<file path="src/rtl/muldiv_unit_if.sv">
// Issue/result bundle between the EX stage and the HI/LO multiply-divide unit.
// The master side issues operations; the slave side is the unit.
interface muldiv_unit_if #(
   parameter int DATA_W = 32
);
   logic              start;
   logic [2:0]        op;
   logic [DATA_W-1:0] src_a;
   logic [DATA_W-1:0] src_b;
   logic              flush;
   logic              isbusy;
   logic              done;
   logic [DATA_W-1:0] hi;
   logic [DATA_W-1:0] lo;

   modport master (
      output start, op, src_a, src_b, flush,
      input  isbusy, done, hi, lo
   );

   modport slave (
      input  start, op, src_a, src_b, flush,
      output isbusy, done, hi, lo
   );
endinterface

</file>
<file path="src/rtl/muldiv_unit.sv">
// HI/LO multiply-divide unit: single-cycle MULT/MULTU, 32-step restoring DIV/DIVU,
// and MTHI/MTLO writes, with flush abort and architectural HI/LO registers.
module muldiv_unit #(
   parameter int DATA_W = 32
) (
   input  logic          clk,
   input  logic          rst,
   muldiv_unit_if.slave  bus
);
   localparam int CNT_W = $clog2(DATA_W);
   localparam logic [CNT_W-1:0] CNT_LAST = CNT_W'(DATA_W - 1);

   localparam logic [2:0] OP_MULT  = 3'b000;
   localparam logic [2:0] OP_MULTU = 3'b001;
   localparam logic [2:0] OP_DIV   = 3'b010;
   localparam logic [2:0] OP_DIVU  = 3'b011;
   localparam logic [2:0] OP_MTHI  = 3'b100;
   localparam logic [2:0] OP_MTLO  = 3'b101;

   typedef enum logic [1:0] {
      S_IDLE,
      S_MUL,
      S_DIV,
      S_FIX
   } state_t;

   function automatic logic [DATA_W-1:0] f_abs(input logic signed [DATA_W-1:0] v);
      return v[DATA_W-1] ? DATA_W'(-v) : DATA_W'(v);
   endfunction

   function automatic logic [DATA_W-1:0] f_neg(input logic [DATA_W-1:0] v);
      return -v;
   endfunction

   state_t            r_state;
   logic [CNT_W-1:0]  r_cnt;
   logic              r_busy;
   logic              r_done;
   logic [DATA_W-1:0] r_hi;
   logic [DATA_W-1:0] r_lo;

   logic [DATA_W-1:0] r_a;
   logic [DATA_W-1:0] r_b;
   logic              r_signed;
   logic              r_neg_q;
   logic              r_neg_r;
   logic              r_divz;
   logic [DATA_W-1:0] r_rem;
   logic [DATA_W-1:0] r_quo;
   logic [DATA_W-1:0] r_div;

   logic                       w_issue;
   logic signed [2*DATA_W-1:0] w_opa;
   logic signed [2*DATA_W-1:0] w_opb;
   logic [2*DATA_W-1:0]        w_prod;
   logic [DATA_W:0]            w_rem_sh;
   logic [DATA_W:0]            w_diff;
   logic                       w_borrow;
   logic [DATA_W-1:0]          w_rem_nxt;
   logic [DATA_W-1:0]          w_quo_nxt;
   logic [DATA_W-1:0]          w_q_fix;
   logic [DATA_W-1:0]          w_r_fix;

   // Multiply/divide issue only; MTHI/MTLO never leave IDLE.
   assign w_issue = (r_state == S_IDLE) && bus.start && !bus.flush && !bus.op[2];

   // Sign- or zero-extend to full product width so one multiplier serves both forms.
   assign w_opa  = r_signed ? {{DATA_W{r_a[DATA_W-1]}}, r_a} : {{DATA_W{1'b0}}, r_a};
   assign w_opb  = r_signed ? {{DATA_W{r_b[DATA_W-1]}}, r_b} : {{DATA_W{1'b0}}, r_b};
   assign w_prod = w_opa * w_opb;

   assign w_rem_sh  = {r_rem, r_quo[DATA_W-1]};
   assign w_diff    = w_rem_sh - {1'b0, r_div};
   assign w_borrow  = w_diff[DATA_W];
   assign w_rem_nxt = w_borrow ? w_rem_sh[DATA_W-1:0] : w_diff[DATA_W-1:0];
   assign w_quo_nxt = {r_quo[DATA_W-2:0], ~w_borrow};

   // A zero divisor bypasses sign correction and returns the raw dividend in HI.
   assign w_q_fix = r_divz  ? {DATA_W{1'b1}} : (r_neg_q ? f_neg(r_quo) : r_quo);
   assign w_r_fix = r_divz  ? r_a            : (r_neg_r ? f_neg(r_rem) : r_rem);

   always_ff @(posedge clk or negedge rst) begin
      if (!rst) begin
         r_state <= S_IDLE;
         r_cnt   <= '0;
         r_busy  <= 1'b0;
         r_done  <= 1'b0;
         r_hi    <= '0;
         r_lo    <= '0;
      end else begin
         r_done <= 1'b0;
         if (bus.flush) begin
            r_state <= S_IDLE;
            r_cnt   <= '0;
            r_busy  <= 1'b0;
         end else begin
            case (r_state)
               S_IDLE: begin
                  if (bus.start) begin
                     case (bus.op)
                        OP_MULT, OP_MULTU: begin
                           r_state <= S_MUL;
                           r_busy  <= 1'b1;
                        end
                        OP_DIV, OP_DIVU: begin
                           r_state <= S_DIV;
                           r_busy  <= 1'b1;
                           r_cnt   <= '0;
                        end
                        OP_MTHI: r_hi <= bus.src_a;
                        OP_MTLO: r_lo <= bus.src_a;
                        default: ;
                     endcase
                  end
               end
               S_MUL: begin
                  {r_hi, r_lo} <= w_prod;
                  r_done       <= 1'b1;
                  r_busy       <= 1'b0;
                  r_state      <= S_IDLE;
               end
               S_DIV: begin
                  r_cnt <= r_cnt + CNT_W'(1);
                  if (r_cnt == CNT_LAST) r_state <= S_FIX;
               end
               S_FIX: begin
                  r_lo    <= w_q_fix;
                  r_hi    <= w_r_fix;
                  r_done  <= 1'b1;
                  r_busy  <= 1'b0;
                  r_state <= S_IDLE;
               end
               default: begin
                  r_state <= S_IDLE;
                  r_busy  <= 1'b0;
               end
            endcase
         end
      end
   end

   // Operand and divider working registers carry no reset; the FSM gates their use.
   always_ff @(posedge clk) begin
      if (w_issue) begin
         r_a      <= bus.src_a;
         r_b      <= bus.src_b;
         r_signed <= ~bus.op[0];
         r_neg_q  <= ~bus.op[0] & (bus.src_a[DATA_W-1] ^ bus.src_b[DATA_W-1]);
         r_neg_r  <= ~bus.op[0] & bus.src_a[DATA_W-1];
         r_divz   <= (bus.src_b == '0);
         r_rem    <= '0;
         r_quo    <= bus.op[0] ? bus.src_a : f_abs(bus.src_a);
         r_div    <= bus.op[0] ? bus.src_b : f_abs(bus.src_b);
      end else if (r_state == S_DIV) begin
         r_rem <= w_rem_nxt;
         r_quo <= w_quo_nxt;
      end
   end

   assign bus.isbusy = r_busy;
   assign bus.done   = r_done;
   assign bus.hi     = r_hi;
   assign bus.lo     = r_lo;
endmodule
</file>
<file path="src/flat_wrapper.sv">
// flat-port wrapper written by rule: the top's interface ports become plain ports
module muldiv_unit_flat 
#(
   parameter int DATA_W = 32
)
  (clk, rst, bus_start, bus_op, bus_src_a, bus_src_b, bus_flush, bus_isbusy, bus_done, bus_hi, bus_lo);
  muldiv_unit_if #(.DATA_W(DATA_W)) bus_i ();
  input  logic clk;
  input  logic rst;
  input wire logic [$bits(bus_i.start)-1:0] bus_start;
  input wire logic [$bits(bus_i.op)-1:0] bus_op;
  input wire logic [$bits(bus_i.src_a)-1:0] bus_src_a;
  input wire logic [$bits(bus_i.src_b)-1:0] bus_src_b;
  input wire logic [$bits(bus_i.flush)-1:0] bus_flush;
  output wire logic [$bits(bus_i.isbusy)-1:0] bus_isbusy;
  output wire logic [$bits(bus_i.done)-1:0] bus_done;
  output wire logic [$bits(bus_i.hi)-1:0] bus_hi;
  output wire logic [$bits(bus_i.lo)-1:0] bus_lo;
  assign bus_i.start = bus_start;
  assign bus_i.op = bus_op;
  assign bus_i.src_a = bus_src_a;
  assign bus_i.src_b = bus_src_b;
  assign bus_i.flush = bus_flush;
  assign bus_isbusy = bus_i.isbusy;
  assign bus_done = bus_i.done;
  assign bus_hi = bus_i.hi;
  assign bus_lo = bus_i.lo;
  muldiv_unit #(.DATA_W(DATA_W)) u_core (.clk(clk), .rst(rst), .bus(bus_i));
endmodule
</file>
<file path="config.mk">
export PLATFORM = sky130hd
export DESIGN_NAME = muldiv_unit_flat
export DESIGN_NICKNAME = d
export VERILOG_FILES = /design/src/rtl/muldiv_unit_if.sv /design/src/rtl/muldiv_unit.sv /design/src/flat_wrapper.sv
export SDC_FILE = /design/constraint.sdc
export NUM_CORES = 2
export LEC_CHECK = 0
export CAP_MARGIN = 20
export CORE_MARGIN = 5
export CORE_UTILIZATION = 25
export DETAILED_ROUTE_END_ITERATION = 6
export HOLD_SLACK_MARGIN = 0.15
export PLACE_DENSITY = 0.45
export SYNTH_ARGS = -nofsm -noshare
export SYNTH_HDL_FRONTEND = slang
export SYNTH_SLANG_ARGS = --single-unit
</file>
<file path="constraint.sdc">
create_clock -name clk -period 25.3 [get_ports clk]
set_clock_uncertainty 0.2 [all_clocks]
set_input_delay 3.795 -clock clk [delete_from_list [all_inputs] [get_ports clk]]
set_output_delay 3.795 -clock clk [all_outputs]
set_load 0.01 [all_outputs]
</file>
Word-level counts from Yosys, hierarchy flattened
Index checks and enable logic that the tools add are counted.
{"block": "op_classes", "addsub": 6, "multipliers": 1, "n_div": 0, "n_lt_le_gt_ge": 0, "eq_ne": 17, "shifts": 0, "mux": 34, "bitwise_logic": 6, "n_reduce_logical": 21}
{"cell": "32-bit 2-to-1 mux", "n": 15}
{"cell": "32-bit case mux with 3 select lines", "n": 2}
{"cell": "64-bit 2-to-1 mux", "n": 2}
{"cell": "32-bit negator", "n": 4}
{"cell": "64-bit by 64-bit multiplier with 64-bit output", "n": 1}
{"cell": "33-bit by 32-bit subtractor with 33-bit output", "n": 1}
{"cell": "32-bit logical NOT", "n": 1}
{"cell": "5-bit 2-to-1 mux", "n": 3}
{"cell": "5-bit case mux with 2 select lines", "n": 1}
{"cell": "3-bit != test (second input constant)", "n": 3}
{"cell": "3-bit AND reduction", "n": 3}
{"cell": "3-bit nonzero test", "n": 3}
{"cell": "4-bit AND reduction", "n": 2}
{"cell": "3-bit by 2-bit equality test with 1-bit output (second input constant)", "n": 2}
{"cell": "3-bit equality test (second input constant)", "n": 2}
{"cell": "2-bit 2-to-1 mux", "n": 3}
{"cell": "2-bit != test (second input constant)", "n": 3}
{"cell": "2-bit case mux with 3 select lines", "n": 1}
{"cell": "2-bit OR reduction", "n": 3}
{"cell": "5-bit by 1-bit adder with 5-bit output (second input constant)", "n": 1}
{"cell": "5-bit equality test (second input constant)", "n": 1}
{"cell": "1-bit 2-to-1 mux", "n": 5}
{"cell": "2-bit equality test (second input constant)", "n": 2}
{"cell": "4-bit != test (second input constant)", "n": 1}
{"cell": "14 further kinds", "n": 20}
{"block": "totals", "ff_bits": 237, "latch_bits": 0, "ramBits": 0, "mem_bits_ro": 0, "inputBits": 71, "out_inout_bits": 66, "wordCells": 100, "n_memories": 0}

Depth between registers and ports, before layout
{"block": "depth", "depth_word": 6, "depth_mapped": 39, "ltp_nobuf": 34}

Worst setup path after synthesis
No wires, ideal clock.
{"block": "synth_path", "path_kind": "reg-to-reg", "start": "register u_core.r_signed", "end": "register u_core.r_hi[26] (netlist: u_core.bus.hi[26])", "setup_ns": 0.077, "t_arrival_ns": 9.074, "t_required_ns": 25.023, "path_slack_ns": 15.949, "stages_incl_launch_ff": 31, "path_buffers": 4, "synth_period_minus_slack_ns": 9.351, "cell_sequence": "edfxtp_1 clkbuf_1 and2_1 clkbuf_1 clkbuf_1 nand2_1 fa_1 inv_1 fa_1 fa_1 inv_1 fa_1 inv_1 fa_1 fa_1 fa_1 fa_1 fa_1 inv_1 fa_1 inv_1 ha_1 clkbuf_1 a21oi_1 o2111ai_1 o22a_1 o21ai_0 o41ai_1 xor2_1 nand2_1 a21oi_1"}
{"block": "synth_via", "elab_chain_cells": 3, "word_cells_on_any_way": 4, "classes_between": "1 x mul; 3 x mux"}
{"element": "from (decl)", "line": "muldiv_unit.sv:44", "rtl": "logic r_signed;"}
{"element": "from (signal assigned)", "line": "muldiv_unit.sv:147", "rtl": "r_signed <= ~bus.op[0];"}
{"element": "64-bit 2-to-1 mux (on tied branches)", "line": "muldiv_unit.sv:68, muldiv_unit.sv:69"}
{"element": "64-bit by 64-bit multiplier with 64-bit output *", "line": "muldiv_unit.sv:70", "rtl": "assign w_prod = w_opa * w_opb;"}
{"element": "32-bit case mux with 3 select lines *", "line": "muldiv_unit.sv:97", "rtl": "case (r_state)"}
{"element": "to (signal assigned)", "line": "muldiv_unit.sv:110", "rtl": "OP_MTHI: r_hi <= bus.src_a;"}
{"element": "to (signal assigned)", "line": "muldiv_unit.sv:117", "rtl": "{r_hi, r_lo} <= w_prod;"}
{"element": "to (signal assigned)", "line": "muldiv_unit.sv:128", "rtl": "r_hi <= w_r_fix;"}
{"element": "to (decl)", "line": "muldiv_unit.sv:39", "rtl": "logic [DATA_W-1:0] r_hi;"}
Every way passes the cells marked *; elsewhere a longest branch is shown, timed or not.
A chain may end at the register's enable or synchronous reset.

Final worst setup path
Ends and elaborated chain as after synthesis.

==> results_dict.tcl <==
set metrics [dict create \
    regToRegSetupSlack_ns 14.60 \
    synth_most_common_cell "inv_1" \
    nFillCells 26350 \
    synth_fa_ha_area_share_pct 53.67 \
    wl_mm 210.0 \
    status "complete, no violations" \
    synthTopCellsByCount "inv_1, fa_1, nand2_1, and2_1, ha_1" \
    drt-wirelength-per-cell_um 21.25 \
    core-area_sq_mm 0.2480 \
    critPathLaunchType "flop" \
    critPathKind "reg -> reg" \
    max_slew.worst_pin.slew_ns 1.121 \
    crit_path_top_delay_cell "fa_1" \
    ctsHoldBuffers 0 \
    endpoint "u_core.bus.hi[26]" \
    track_usage_pct 16.38 \
    grt_overflow_total 0 \
    hold_viol_final 0 \
    min_path_type "reg -> reg" \
    drt-vias-per-instance 4.485 \
    drc 0 \
    synth_compound_area_share_pct 6.800 \
    die_h_um 508.3 \
    grt_max_degree 68 \
    max_slew_margin_pct 25.27 \
    synth_seq_area_share_pct 10.31 \
    synth_nets 8444 \
    clock_path_buffers 3 \
    drive_gt1_share_pct 2.813 \
    synthSimpleGateAreaFrac_pct 13.44 \
    rsz0062_at_grt "no" \
    syn_area_per_cell_sq_um 9.457 \
    ys.flop_type "edfxtp_1" \
    arrival_ns 10.98 \
    hp-start "u_core.bus.isbusy" \
    ant_nets 0 \
    required_ns 25.58 \
    die_area_sq_mm 0.2584 \
    r2r-end "u_core.bus.hi[26]" \
    synth-xor-area-share_pct 3.765 \
    grt_pass1_wl_mm 322.6 \
    rows 183 \
    fmax_ghz 0.09347 \
    synth_top_area_cell "fa_1" \
    first_pass_iters 5 \
    area_growth_pct 9.793 \
    yosys-top-cells-area "fa_1, inv_1, ha_1" \
    first_global_vias 49080 \
    htree_levels 1 \
    cts-buffers-inserted 27 \
    final_nets 8399 \
    worst_path_most_repeated_cell "fa_1" \
    clock_latency_ns 0.56 \
    cts_root_buf "clkbuf_16" \
    critPathMaxFanout 23 \
    antenna_found_initial 16 \
    tns_ns 0 \
    cp-startpoint "u_core.r_signed" \
    cts.repair.resized 0 \
    synth_enable_flop_cells 131 \
    start_util_pct 25.04 \
    die_w_um 508.3 \
    cts_tree "done" \
    synth_top_family_by_area "adder cells" \
    numClockSinks 236 \
    synth-seq-cells 236 \
    synthArstFlopShare_pct 30.93 \
    rr_startpoint "u_core.r_signed" \
    r2r_cells 30 \
    gp_congestion 0.8949 \
    multi_input_area_sq_mm 0.04860 \
    syn_area_sq_mm 0.06208 \
    dp.final_hpwl_mm 174.0 \
    num_vias 44320 \
    yosysUniqueCellTypes 78 \
    clkTransAtPathRegs_ns 0.06 \
    post_cts_buffers 0 \
    synth_cells 6565 \
    period_needed_ns 10.70 \
    portBuffers 136 \
    io_pins 137 \
    end_kind "flop" \
    yosys_warnings 0 \
    finalMaxSlewViolations 0 \
    drv_cap 0 \
    seq_area_sq_mm 0.006404 \
    synthMuxAreaShare_pct 0.5683 \
    post-route-period-util_pct 42.29 \
    final-setup-viol-count 0 \
    synth_top_area_share_pct 45.85 \
    drt-initial-drc-count 2768 \
    cpPeakStageDelay_ns 0.92 \
]
==> state kept, by name, summed over array words and instances, names as in the netlist <==
name,count
u_core.bus.done,1
u_core.bus.hi,32
u_core.bus.isbusy,1
u_core.bus.lo,32
u_core.r_a,32
u_core.r_b,31
u_core.r_cnt,5
u_core.r_div,32
u_core.r_divz,1
u_core.r_neg_q,1
u_core.r_neg_r,1
u_core.r_quo,32
u_core.r_rem,32
u_core.r_signed,1
u_core.r_state,2
==> layout by cell type, fill, tap and decap left out, types with 10 or more instances in the layout <==
cell type / count
o41ai_1: 16
xnor2_1: 169
o21ai_1: 19
a31oi_1: 27
o21a_1: 15
a21oi_1: 169
ha_1: 386
o21bai_1: 16
nor3_1: 26
nand3_1: 27
o22ai_1: 10
fa_1: 1422
nor2_1: 175
a21o_1: 54
o31ai_1: 28
diode_2: 11
dfxtp_1: 32
clkdlybuf4s50_1: 135
nand4_1: 12
o21ai_0: 161
a211oi_1: 12
o211ai_1: 29
mux2i_1: 33
clkbuf_16: 27
o221ai_1: 28
and2_1: 634
nand2_1: 666
edfxtp_1: 131
nand2b_1: 12
nor4_1: 13
nor2b_1: 18
inv_1: 1575
buf_4: 102
and3_1: 31
or3_1: 17
xor2_1: 96
dfrtp_1: 71
==> kinds of logic (layout without fill, tap and decap cells) <==
logic type / count (synthesis) / in the layout
multiplexers: 35 / 35
adder cells (fa/ha/maj): 1810 / 1810
other: 0 / 11
buffers and inverters: 1890 / 1865
flip-flops: 236 / 236
AO/OA/AOI/OAI: 658 / 658
XOR/XNOR: 266 / 266
AND/OR/NAND/NOR: 1670 / 1670
==> metrics by stage <==
step	setup WS (ns)	area (sq um)	hold WS (ns)	instances	util (%)
floorplan	15.95	62080	0.2649	6565	-
global placement	14.65	67190	0.2647	9817	27.10
detailed placement	14.63	67240	0.2678	9820	27.12
CTS	14.57	68110	0.2882	9869	27.47
global route	14.08	68130	0.3000	9870	27.48
finish	14.60	68160	0.2806	9881	27.49
==> worst min path at each step <==
stage                   endpoint  slack, ns  cells past startpoint
5_1_grt        u_core.bus.isbusy       0.30                      1
3_5_place_dp   u_core.bus.isbusy       0.27                      1
4_1_cts        u_core.bus.isbusy       0.29                      1
2_1_floorplan    u_core.r_cnt[2]       0.26                      1
6_report       u_core.bus.isbusy       0.28                      1
3_3_place_gp   u_core.bus.lo[31]       0.26                      2
==> worst max-delay path, delay by kind of cell (launching register included) <==
| kind | cells | cell delay (ns) |
|---|---|---|
| buffers and inverters | 9 | 1.27 |
| adders and majority gates | 11 | 6.38 |
| AOI/OAI and AO/OA | 6 | 1.73 |
| xor gates and xnor gates | 1 | 0.21 |
| and+or+nand+nor | 3 | 0.45 |
| DFF | 1 | 0.35 |
==> cell type report <==
class,instances,share of cell area (%)
Clock inverter,14,0.1909
Inverter,1576,8.679
Antenna cell,11,0.04038
Multi-Input combinational cell,4439,71.30
Tap cell,3330,6.113
Clock buffer,35,1.079
Timing Repair Buffer,240,3.205
Sequential cell,236,9.395
==> routing by layer <==
layer | vias up | share of wire (%) | global-route usage [%]
li1 | 19570 | - | -
met1 | 23500 | 46 | 23.29
met2 | 1090 | 48 | 27.82
met3 | 153 | 4.5 | 1.360
met4 | 4 | 1.6 | 2.264
met5 | - | 0.0095 | 0
Power is not shown: default switching activity piles up to over one toggle a cycle in this logic, so the estimate is an artifact.
